==> src/rtl/mem_utils_pkg.sv <==
// mem_utils: shared memory access types and the load result size/sign constraint helper.
`default_nettype none

package mem_utils;

  typedef enum logic [1:0] {
    SIZE_BYTE = 2'b00,
    SIZE_HALF = 2'b01,
    SIZE_WORD = 2'b10
  } mem_size_e;

  typedef enum logic [1:0] {
    FAULT_NONE     = 2'b00,
    FAULT_MISALIGN = 2'b01,
    FAULT_BUS      = 2'b10
  } lsu_fault_e;

  // Keeps only the bytes covered by the access size, then sign- or zero-extends them.
  function automatic logic [31:0] enforce_constraints(input logic [1:0]  size,
                                                     input logic        sign_ext,
                                                     input logic [31:0] data);
    logic [31:0] result;
    result = data;
    if (size == SIZE_BYTE)
      result = {{24{sign_ext & data[7]}}, data[7:0]};
    else if (size == SIZE_HALF)
      result = {{16{sign_ext & data[15]}}, data[15:0]};
    return result;
  endfunction

endpackage

`default_nettype wire

==> src/rtl/load_store_unit_lane_align.sv <==
// mem_lane_align: maps an access onto the 32-bit bus lanes (strobes, store replication, load shift).
`default_nettype none

module mem_lane_align
  import mem_utils::*;
(
  input  logic [1:0]  offset,
  input  logic [1:0]  size,
  input  logic [31:0] wdata,
  input  logic [31:0] rdata,
  output logic [3:0]  wstrb,
  output logic [31:0] wdata_lane,
  output logic [31:0] rdata_shifted,
  output logic        misaligned
);

  always_comb begin
    wstrb      = 4'b1111;
    wdata_lane = wdata;
    misaligned = |offset;
    if (size == SIZE_BYTE) begin
      wstrb      = 4'b0001 << offset;
      wdata_lane = {4{wdata[7:0]}};
      misaligned = 1'b0;
    end else if (size == SIZE_HALF) begin
      wstrb      = offset[1] ? 4'b1100 : 4'b0011;
      wdata_lane = {2{wdata[15:0]}};
      misaligned = offset[0];
    end
  end

  assign rdata_shifted = rdata >> {offset, 3'b000};

endmodule

`default_nettype wire

==> src/rtl/load_store_unit.sv <==
// load_store_unit: single-outstanding load/store stage driving a word-aligned memory bus.
`default_nettype none

module load_store_unit
  import mem_utils::*;
#(
  parameter int unsigned TIMEOUT_CYCLES = 255
) (
  input  logic        clk,
  input  logic        rst_n,
  input  logic        req_valid,
  output logic        req_ready,
  input  logic [31:0] req_addr,
  input  logic [31:0] req_wdata,
  input  logic [1:0]  req_size,
  input  logic        req_signed,
  input  logic        req_write,
  output logic        rsp_valid,
  input  logic        rsp_ready,
  output logic [31:0] rsp_rdata,
  output logic [1:0]  rsp_fault,
  output logic        mem_valid,
  input  logic        mem_ready,
  output logic [31:0] mem_addr,
  output logic [31:0] mem_wdata,
  output logic [3:0]  mem_wstrb,
  output logic        mem_write,
  input  logic        mem_rvalid,
  input  logic [31:0] mem_rdata,
  input  logic        mem_err
);

  localparam int CNT_W = (TIMEOUT_CYCLES < 2) ? 1 : $clog2(TIMEOUT_CYCLES + 1);

  typedef enum logic [1:0] {
    S_IDLE  = 2'b00,
    S_ISSUE = 2'b01,
    S_WAIT  = 2'b10,
    S_RESP  = 2'b11
  } state_e;

  state_e      state;
  state_e      state_next;
  logic [31:0] lat_addr;
  logic [31:0] lat_wdata;
  logic [1:0]  lat_size;
  logic        lat_signed;
  logic        lat_write;
  logic [CNT_W-1:0] cnt;
  logic [31:0] rdata_r;
  lsu_fault_e  fault_r;

  logic [1:0]  al_offset;
  logic [1:0]  al_size;
  logic [3:0]  al_wstrb;
  logic [31:0] al_wdata;
  logic [31:0] al_rdata;
  logic        al_misaligned;
  logic        timeout;
  logic        in_issue;

  // In IDLE the aligner looks at the incoming request so misalignment is known at accept.
  assign al_offset = (state == S_IDLE) ? req_addr[1:0] : lat_addr[1:0];
  assign al_size   = (state == S_IDLE) ? req_size      : lat_size;

  mem_lane_align u_align (
    .offset        (al_offset),
    .size          (al_size),
    .wdata         (lat_wdata),
    .rdata         (mem_rdata),
    .wstrb         (al_wstrb),
    .wdata_lane    (al_wdata),
    .rdata_shifted (al_rdata),
    .misaligned    (al_misaligned)
  );

  assign timeout = (TIMEOUT_CYCLES != 0) && (cnt == CNT_W'(TIMEOUT_CYCLES));

  always_ff @(posedge clk or negedge rst_n) begin
    if (!rst_n) state <= S_IDLE;
    else        state <= state_next;
  end

  always_comb begin
    state_next = state;
    case (state)
      S_IDLE:  if (req_valid) state_next = al_misaligned ? S_RESP : S_ISSUE;
      S_ISSUE: if (mem_ready) state_next = S_WAIT;
      S_WAIT:  if (mem_err || mem_rvalid || timeout) state_next = S_RESP;
      S_RESP:  if (rsp_ready) state_next = S_IDLE;
      default: state_next = S_IDLE;
    endcase
  end

  always_ff @(posedge clk or negedge rst_n) begin
    if (!rst_n) begin
      lat_addr   <= '0;
      lat_wdata  <= '0;
      lat_size   <= '0;
      lat_signed <= 1'b0;
      lat_write  <= 1'b0;
      cnt        <= '0;
      rdata_r    <= '0;
      fault_r    <= FAULT_NONE;
    end else begin
      case (state)
        S_IDLE: if (req_valid) begin
          lat_addr   <= req_addr;
          lat_wdata  <= req_wdata;
          lat_size   <= req_size;
          lat_signed <= req_signed;
          lat_write  <= req_write;
          rdata_r    <= '0;
          fault_r    <= al_misaligned ? FAULT_MISALIGN : FAULT_NONE;
        end
        S_ISSUE: if (mem_ready) cnt <= '0;
        S_WAIT: begin
          cnt <= cnt + 1'b1;
          // Error wins over a same-cycle response; a response wins over timeout.
          if (mem_err) begin
            fault_r <= FAULT_BUS;
            rdata_r <= '0;
          end else if (mem_rvalid) begin
            fault_r <= FAULT_NONE;
            rdata_r <= lat_write ? 32'd0 : enforce_constraints(lat_size, lat_signed, al_rdata);
          end else if (timeout) begin
            fault_r <= FAULT_BUS;
            rdata_r <= '0;
          end
        end
        default: ;
      endcase
    end
  end

  assign in_issue  = (state == S_ISSUE);
  assign req_ready = (state == S_IDLE);
  assign rsp_valid = (state == S_RESP);
  assign rsp_rdata = rdata_r;
  assign rsp_fault = fault_r;
  assign mem_valid = in_issue;
  assign mem_addr  = in_issue ? {lat_addr[31:2], 2'b00} : 32'd0;
  assign mem_write = in_issue & lat_write;
  assign mem_wdata = (in_issue && lat_write) ? al_wdata : 32'd0;
  assign mem_wstrb = (in_issue && lat_write) ? al_wstrb : 4'b0000;

endmodule

`default_nettype wire
==> config.mk <==
export PLATFORM = sky130hd
export DESIGN_NAME = load_store_unit
export DESIGN_NICKNAME = d
export VERILOG_FILES = /design/src/rtl/mem_utils_pkg.sv /design/src/rtl/load_store_unit_lane_align.sv /design/src/rtl/load_store_unit.sv
export SDC_FILE = /design/constraint.sdc
export NUM_CORES = 1
export LEC_CHECK = 0
export BUFFER_PORTS_ARGS = -buffer_cell sky130_fd_sc_hd__buf_2
export CAP_MARGIN = 0
export CORE_UTILIZATION = 45
export CTS_CLUSTER_SIZE = 28
export DETAILED_ROUTE_END_ITERATION = 10
export GPL_TIMING_DRIVEN = 0
export PLACE_DENSITY = 0.77
export SYNTH_ARGS = -nofsm -noshare
export SYNTH_HDL_FRONTEND = slang
export SYNTH_SLANG_ARGS = --single-unit
==> constraint.sdc <==
create_clock -name clk -period 2.01 [get_ports clk]
set_input_delay 0.3015 -clock clk [delete_from_list [all_inputs] [get_ports clk]]
set_output_delay 0.3015 -clock clk [all_outputs]
set_load 0.02 [all_outputs]
==> run_results.csv, run 1 <==
group,metric,value,unit
cells_and_area,fin_cells,951,
cells_and_area,layout_commonest_cell,"buf_2",
setup_path,cp_max_fo,7,
clock_network,clockBufferDepth,2,
die,die_area,13100,um^2
worst_hold_path,hold_path_class,"input pin to async pin",
place,port-buffer-count,210,
yosys,synthCells,519,
yosys,syn-cell-area,5690,um^2
global_route,grt_antenna_before_repair,1,
route,antenna_left,0,
route,drt-initial-drc-count,418,
sta,worst_hold_slack,0.00500,ns
die,rows,40,
route,routed_wl,18100,um
place,hpwl,12500,um
cells_and_area,area_delta_synth_final,50.6,%
yosys,avgSynthCellArea,11.0,um^2
yosys,ys_seq_area_share,49.3,%
global_route,busiest_layer,"met2",
cells_and_area,nets,888,
yosys,ys_ff_latch,112,
setup_path,critical_path_required,1.71,ns
setup_path,worstPathArrival,2.21,ns
clock_network,cts_root_buf,"clkbuf_16",
yosys,synth_top_family_by_area,"multiplexers",
setup_path,endpoint_kind,"output port",
sta,worst_slack,-0.501,ns
yosys,synth_compound_area_share,11.7,%
yosys,synth-simple-area-share,13.2,%
clock_network,clk_pin_slew,0.08,ns
setup_path,crit_path_start,"state[1]$_DFFE_PN0P_",
die,chipWidth,114,um
global_route,globalRouteMet1Util,33.7,%
sta,setup_violations,81,
sta,grt_setup_unrepaired,"yes",
clock_network,h-tree-depth,3,
setup_path,r2r-start,"state[1]$_DFFE_PN0P_",
global_route,grtUsageMet2,47.2,%
run,maxCapViolCount,0,
yosys,synth_xor_xnor_area_share,0.462,%
global_route,grt_usage,27.8,%
pwr,p_per_area,1760,nW/um^2
die,ios,213,
clock_network,cts_hold_buf,0,
clock_network,cts_tree,"built",
clock_network,cts_buffers,9,
route,drt-pass1-iter-count,5,
sta,fmax,398,MHz
sta,fin_crit,2.51,ns
sta,period_share,125,%
cells_and_area,drive_above_1_share,57.2,%
place,dp_slack,-0.639,ns
setup_path,path_class,"flip-flop to output port",
sta,relSlewSlack,50.1,%
setup_path,critPathLaunchType,"flip-flop",
sta,final_hold_viol_count,0,
route,vias,5371,
clock_network,clock_latency,0.35,ns
outcome,outcome,"finished, violations left",
route,drc_errors,0,
place,gp_congestion,0.894,
global_route,met3_usage,5.61,%
die,coreArea,12200,um^2
sta,worstMarginPinSlew,0.748,ns
global_route,globalRoute.totalOverflow,0,
pwr,p_leak,0.00412,uW
outcome,violations,"setup timing",
global_route,grt_first_pass_wirelength,27600,um
global_route,grt_pass1_vias,5445,
sta,clock_skew,0.00786,ns
die,start_util,46.8,%
die,dieHeight,114,um
yosys,synth_warnings,0,
cells_and_area,mostFrequentLayoutCells,"buf_2 (189), dfrtp_1 (112), mux2_2 (66), nand2_1 (51), buf_4 (44)",
yosys,synth.area.mux_share,20.6,%
route,wl_per_cell,19.0,um
clock_network,clock_sinks,112,
global_route,grt_max_degree,60,
place,dp.cells,899,
sta,slew_violations,0,
pwr,peakVddDrop,794,uV
yosys,synthAdderAreaFrac,1.10,%
route,vias_per_cell,5.65,
yosys,synth_cell_type_count,40,
## kinds of logic after synthesis
group,count (synthesis)
compound gates,93
xor+xnor,3
fa+ha+maj,5
buf+inv,46
flops,112
mux,107
other cells,1
simple gates,152
## worst paths after layout
check / to / slack [ns] / depth (start not counted)
worst min register to register: rsp_rdata[12]$_DFFE_PN0P_ / 0.49 / 1
worst max register to register: rsp_rdata[9]$_DFFE_PN0P_ / -0.44 / 9
min in group clk: lat_signed$_DFFE_PN0P_ / 0.17 / 3
worst max-delay path: mem_wdata[15] / -0.50 / 9
worst min-delay path: lat_wdata[17]$_DFFE_PN0P_ / 0.005 / 1
max in group asynchronous: lat_addr[20]$_DFFE_PN0P_ / 1.26 / 2
## repair_timing
action	CTS	global route
resized for setup	112	51
pin swaps	26	15
buffers inserted	27	11
gates cloned	3	0
setup endpoints to repair	170	130
## synth_stat cells, drive strengths merged
cell	instances	area (um^2)
ha	5	62.6
a211oi	8	60.1
a32o	17	170
nor3	1	5.00
a21oi	22	110
mux2i	38	388
conb	1	3.75
clkbuf	19	71.3
a211o	1	8.76
or2b	1	7.51
dfrtp	112	2800
or3	2	12.5
nor2b	1	6.26
o2111ai	1	8.76
mux2	69	785
xor2	3	26.3
nor4b	1	23.8
o211ai	9	67.6
o211a	1	10.0
nor2	24	90.1
nand4	2	12.5
o31ai	1	7.51
a221o	10	100
inv	10	37.5
nand2	58	218
and3	8	50.1
nand2b	2	12.5
nor3b	2	15.0
nand3	18	95.1
buf	17	96.3
and2	31	194
o21ai	21	105
nand4b	1	8.76
a22o	2	17.5
## flip-flops by register name (all words and copies together) (netlist names)
register,flops
lat_addr,32
lat_wdata,32
rsp_rdata,32
cnt,8
lat_size,2
rsp_fault,2
state,2
lat_signed,1
lat_write,1
## through the flow
stage / total power, uW / TNS, ns / util [%] / area (um^2)
final: 15000 / -25.90 / 70.4 / 8570
after global routing: 15800 / -33.50 / 70.4 / 8560
after CTS: 14600 / -24.27 / 69.0 / 8390
after detailed placement: 11100 / -34.86 / 60.6 / 7370
after global placement: 10800 / -102.26 / 60.4 / 7340
after floorplan: 9050 / -4.50 / - / 6080
## routing by layer
layer  up-vias  share of wire (%)
li1       2381                  -
met1      2642                 39
met2       294                 50
met3        52                7.5
met4         2                3.0
met5         -              0.044
## where the power goes
group	switching, uW	internal (uW)	leakage (uW)
registers	779	3180	0.00141
logic	4850	4290	0.00255
clock network	842	1100	0.000159
## layout make-up
class | count | area, um^2
fill | 869 | 3590
multi-input combinational | 362 | 3310
sequential | 112 | 2800
timing repair buffer | 248 | 1540
buffer | 33 | 340
clock buffer | 9 | 225
tap | 168 | 210
clock inverter | 7 | 96.3
inverter | 10 | 37.5
antenna | 2 | 5.00
## worst max-delay path, cell delays in order (launching register included)
cell       delay [ns]
dfrtp_1          0.40
inv_2            0.09
ha_4             0.18
buf_8            0.16
mux2i_4          0.30
buf_8            0.18
clkbuf_16        0.17
nand3_4          0.08
a21oi_4          0.16
buf_6            0.13
Note: power is estimated with default switching activity, not from simulation.
==> run 2, diff against run 1 <==
Settings changed: ABC_AREA set to 1, CORE_UTILIZATION 45 to 46.
==> run 2 against run 1 <==
Effect of this change: the run ends with hold timing, setup timing left; clock-buffer cell count unchanged; cell count is 30% higher; cell area up 12%; sequential power down 3%; synthesized cell count up 50%; worst setup slack improved by 0.056 ns; die area increased by 4.9%; highest routed layer unchanged.
==> run_results.csv, run 2 <==
group,metric,value,unit
outcome,outcome,"finished, violations left",
outcome,violations,"hold timing, setup timing",
setup_path,cp_max_fo,8,
worst_hold_path,hold_path_class,"input pin to async pin",
sta,clock_skew,0.00421,ns
route,antenna_left,0,
global_route,grt_usage,28.7,%
route,routed_wl,21500,um
clock_network,clock_sinks,112,
place,port-buffer-count,210,
die,rows,41,
sta,period_share,122,%
route,wl_per_cell,17.4,um
route,drt-pass1-iter-count,5,
clock_network,cts_buffers,9,
cells_and_area,post-route-util,75.4,%
clock_network,cts_root_buf,"clkbuf_16",
yosys,synth_warnings,0,
setup_path,critPathLaunchType,"flip-flop",
yosys,postSynth.asyncResetShare,100,%
yosys,syn-cell-area,6110,um^2
yosys,synth.top_cell.area_share,45.9,%
sta,fmax,407,MHz
route,drc_errors,0,
sta,worst_hold_slack,-0.00182,ns
place,dp.cells,1162,
global_route,grt_antenna_before_repair,2,
die,chipWidth,117,um
route,vias,6511,
clock_network,clock_latency,0.35,ns
cells_and_area,drive_above_1_share,50.4,%
yosys,synth.area.top_cells,"dfrtp_1 (46%), nand2_1 (16%), mux2_2 (10%)",
die,coreArea,12800,um^2
clock_network,clockBufferDepth,2,
route,drt-initial-drc-count,352,
sta,worstMarginPinSlew,0.755,ns
global_route,grt_first_pass_wirelength,29800,um
yosys,ys_ff_latch,112,
setup_path,critical_path_required,1.71,ns
die,ios,213,
setup_path,crit_slowest_cell,"dfrtp_1",
setup_path,path_class,"flip-flop to output port",
yosys,ys_seq_area_share,45.9,%
sta,grt_setup_unrepaired,"yes",
global_route,globalRoute.totalOverflow,0,
yosys,netlist_top_cells_count,"nand2_1 (262), dfrtp_1 (112), inv_1 (103)",
die,dieHeight,117,um
cells_and_area,fillers,851,
run,maxCapViolCount,0,
cells_and_area,fin_cells,1234,
yosys,synth-main-ff-cell,"dfrtp_1",
yosys,synth.most_common_cell,"nand2_1",
setup_path,path_delay_family,"buffers and inverters",
cells_and_area,layout_commonest_cell,"nand2_1",
setup_path,path_buf_inv,6,
setup_path,path_common_cell,"nand2_4",
pwr,p_leak,0.00523,uW
yosys,synth_cell_type_count,33,
sta,worst_slack,-0.445,ns
global_route,grt_pass1_vias,6175,
pwr,p_per_area,1740,nW/um^2
cells_and_area,nets,1168,
place,hpwl,13300,um
clock_network,cts_tree,"built",
setup_path,endpoint_kind,"output port",
cells_and_area,mostFrequentLayoutCells,"nand2_1 (208), buf_2 (147), dfrtp_1 (112), buf_6 (88), inv_1 (81)",
cells_and_area,area_delta_synth_final,57.6,%
setup_path,cp_slowest_stage_delay,0.42,ns
setup_path,path_cells,"inv_2, ha_4, buf_12, nand2_4, nand2_4, inv_6, nor2_4, buf_8, nand2_4, nand3_2, nand2_1, inv_1, buf_6",
sta,fin_crit,2.46,ns
yosys,yosysTopAreaCell,"dfrtp_1",
pwr,peakVddDrop,1120,uV
yosys,synth_edf_count,0,
pwr,finalPower,16700,uW
sta,slew_violations,0,
yosys,avgSynthCellArea,7.85,um^2
sta,final_hold_viol_count,1,
die,start_util,47.8,%
global_route,grt_max_degree,58,
clock_network,cts_hold_buf,0,
route,vias_per_cell,5.28,
clock_network,h-tree-depth,3,
yosys,synthCells,778,
sta,setup_violations,98,
clock_network,clk_pin_slew,0.07,ns
sta,relSlewSlack,49.6,%
die,die_area,13700,um^2
place,gp_congestion,0.960,
setup_path,worstPathArrival,2.15,ns
[run 2: routing by layer]
layer / wire length, um / track usage, % / vias up
met5: 13 / 0 / -
met2: 10800 / 49.4 / 327
met4: 781 / 12.6 / 2
met1: 8070 / 32.9 / 3098
met3: 1860 / 8.91 / 72
li1: - / - / 3012
[run 2: power by group]
part           switching, uW  internal [uW]  total, uW
clock network            862           1100       1960
registers                714           3130       3850
logic                   6130           4800      10900
total                   7700           9030      16700
[run 2: what timing repair did]
| item | 4_1_cts | 5_1_grt |
|---|---|---|
| resized for setup | 196 | 236 |
| cloned | 8 | 6 |
| setup buffers | 31 | 16 |
| setup endpoints to repair | 119 | 110 |
| pin swaps | 16 | 25 |
| endpoints found under the hold margin | 0 | 0 |
[run 2: metrics by stage]
step / instance area, um^2 / worst slack, ns / TNS [ns]
finish: 9630 / -0.445 / -16.67
global placement: 7440 / -0.707 / -94.83
detailed placement: 7470 / -0.406 / -20.90
floorplan: 6180 / -0.0514 / -0.512
CTS: 8690 / -0.348 / -12.62
global route: 9630 / -0.514 / -23.20
[run 2: cell families after synthesis]
| family | share of synthesized area (%) |
|---|---|
| and+or+nand+nor | 23.6 |
| buffers and inverters | 9.89 |
| DFF | 45.9 |
| AOI/OAI and AO/OA | 9.32 |
| muxes | 9.95 |
| adders and majority gates | 1.02 |
| xor gates and xnor gates | 0.287 |
| other | 0.0614 |
[run 2: layout make-up]
| class | instances | area [um^2] | share of cell area, % |
|---|---|---|---|
| plain buffers | 37 | 385 | 4.00 |
| repair buffers | 267 | 2050 | 21.3 |
| multi-input cells | 522 | 3420 | 35.6 |
| clock inverters | 7 | 95.1 | 0.988 |
| inverters | 107 | 425 | 4.42 |
| well taps | 172 | 215 | 2.23 |
| flip-flops and latches | 112 | 2800 | 29.1 |
| diodes | 1 | 2.50 | 0.0260 |
| clock buffers | 9 | 225 | 2.34 |
[run 2: final timing paths]
kind,startpoint,end,slack (ns),cells past startpoint
min in group clk,req_signed,lat_signed$_DFFE_PN0P_,0.17,2
hold reg to reg,rsp_rdata[22]$_DFFE_PN0P_,rsp_rdata[22]$_DFFE_PN0P_,0.48,2
setup / recovery,state[0]$_DFFE_PN0P_,mem_wdata[25],-0.45,13
max in group asynchronous,rst_n,lat_wdata[25]$_DFFE_PN0P_,1.28,2
setup reg to reg,state[0]$_DFFE_PN0P_,rsp_rdata[22]$_DFFE_PN0P_,-0.06,13
hold / removal,rst_n,rsp_rdata[1]$_DFFE_PN0P_,-0.002,1
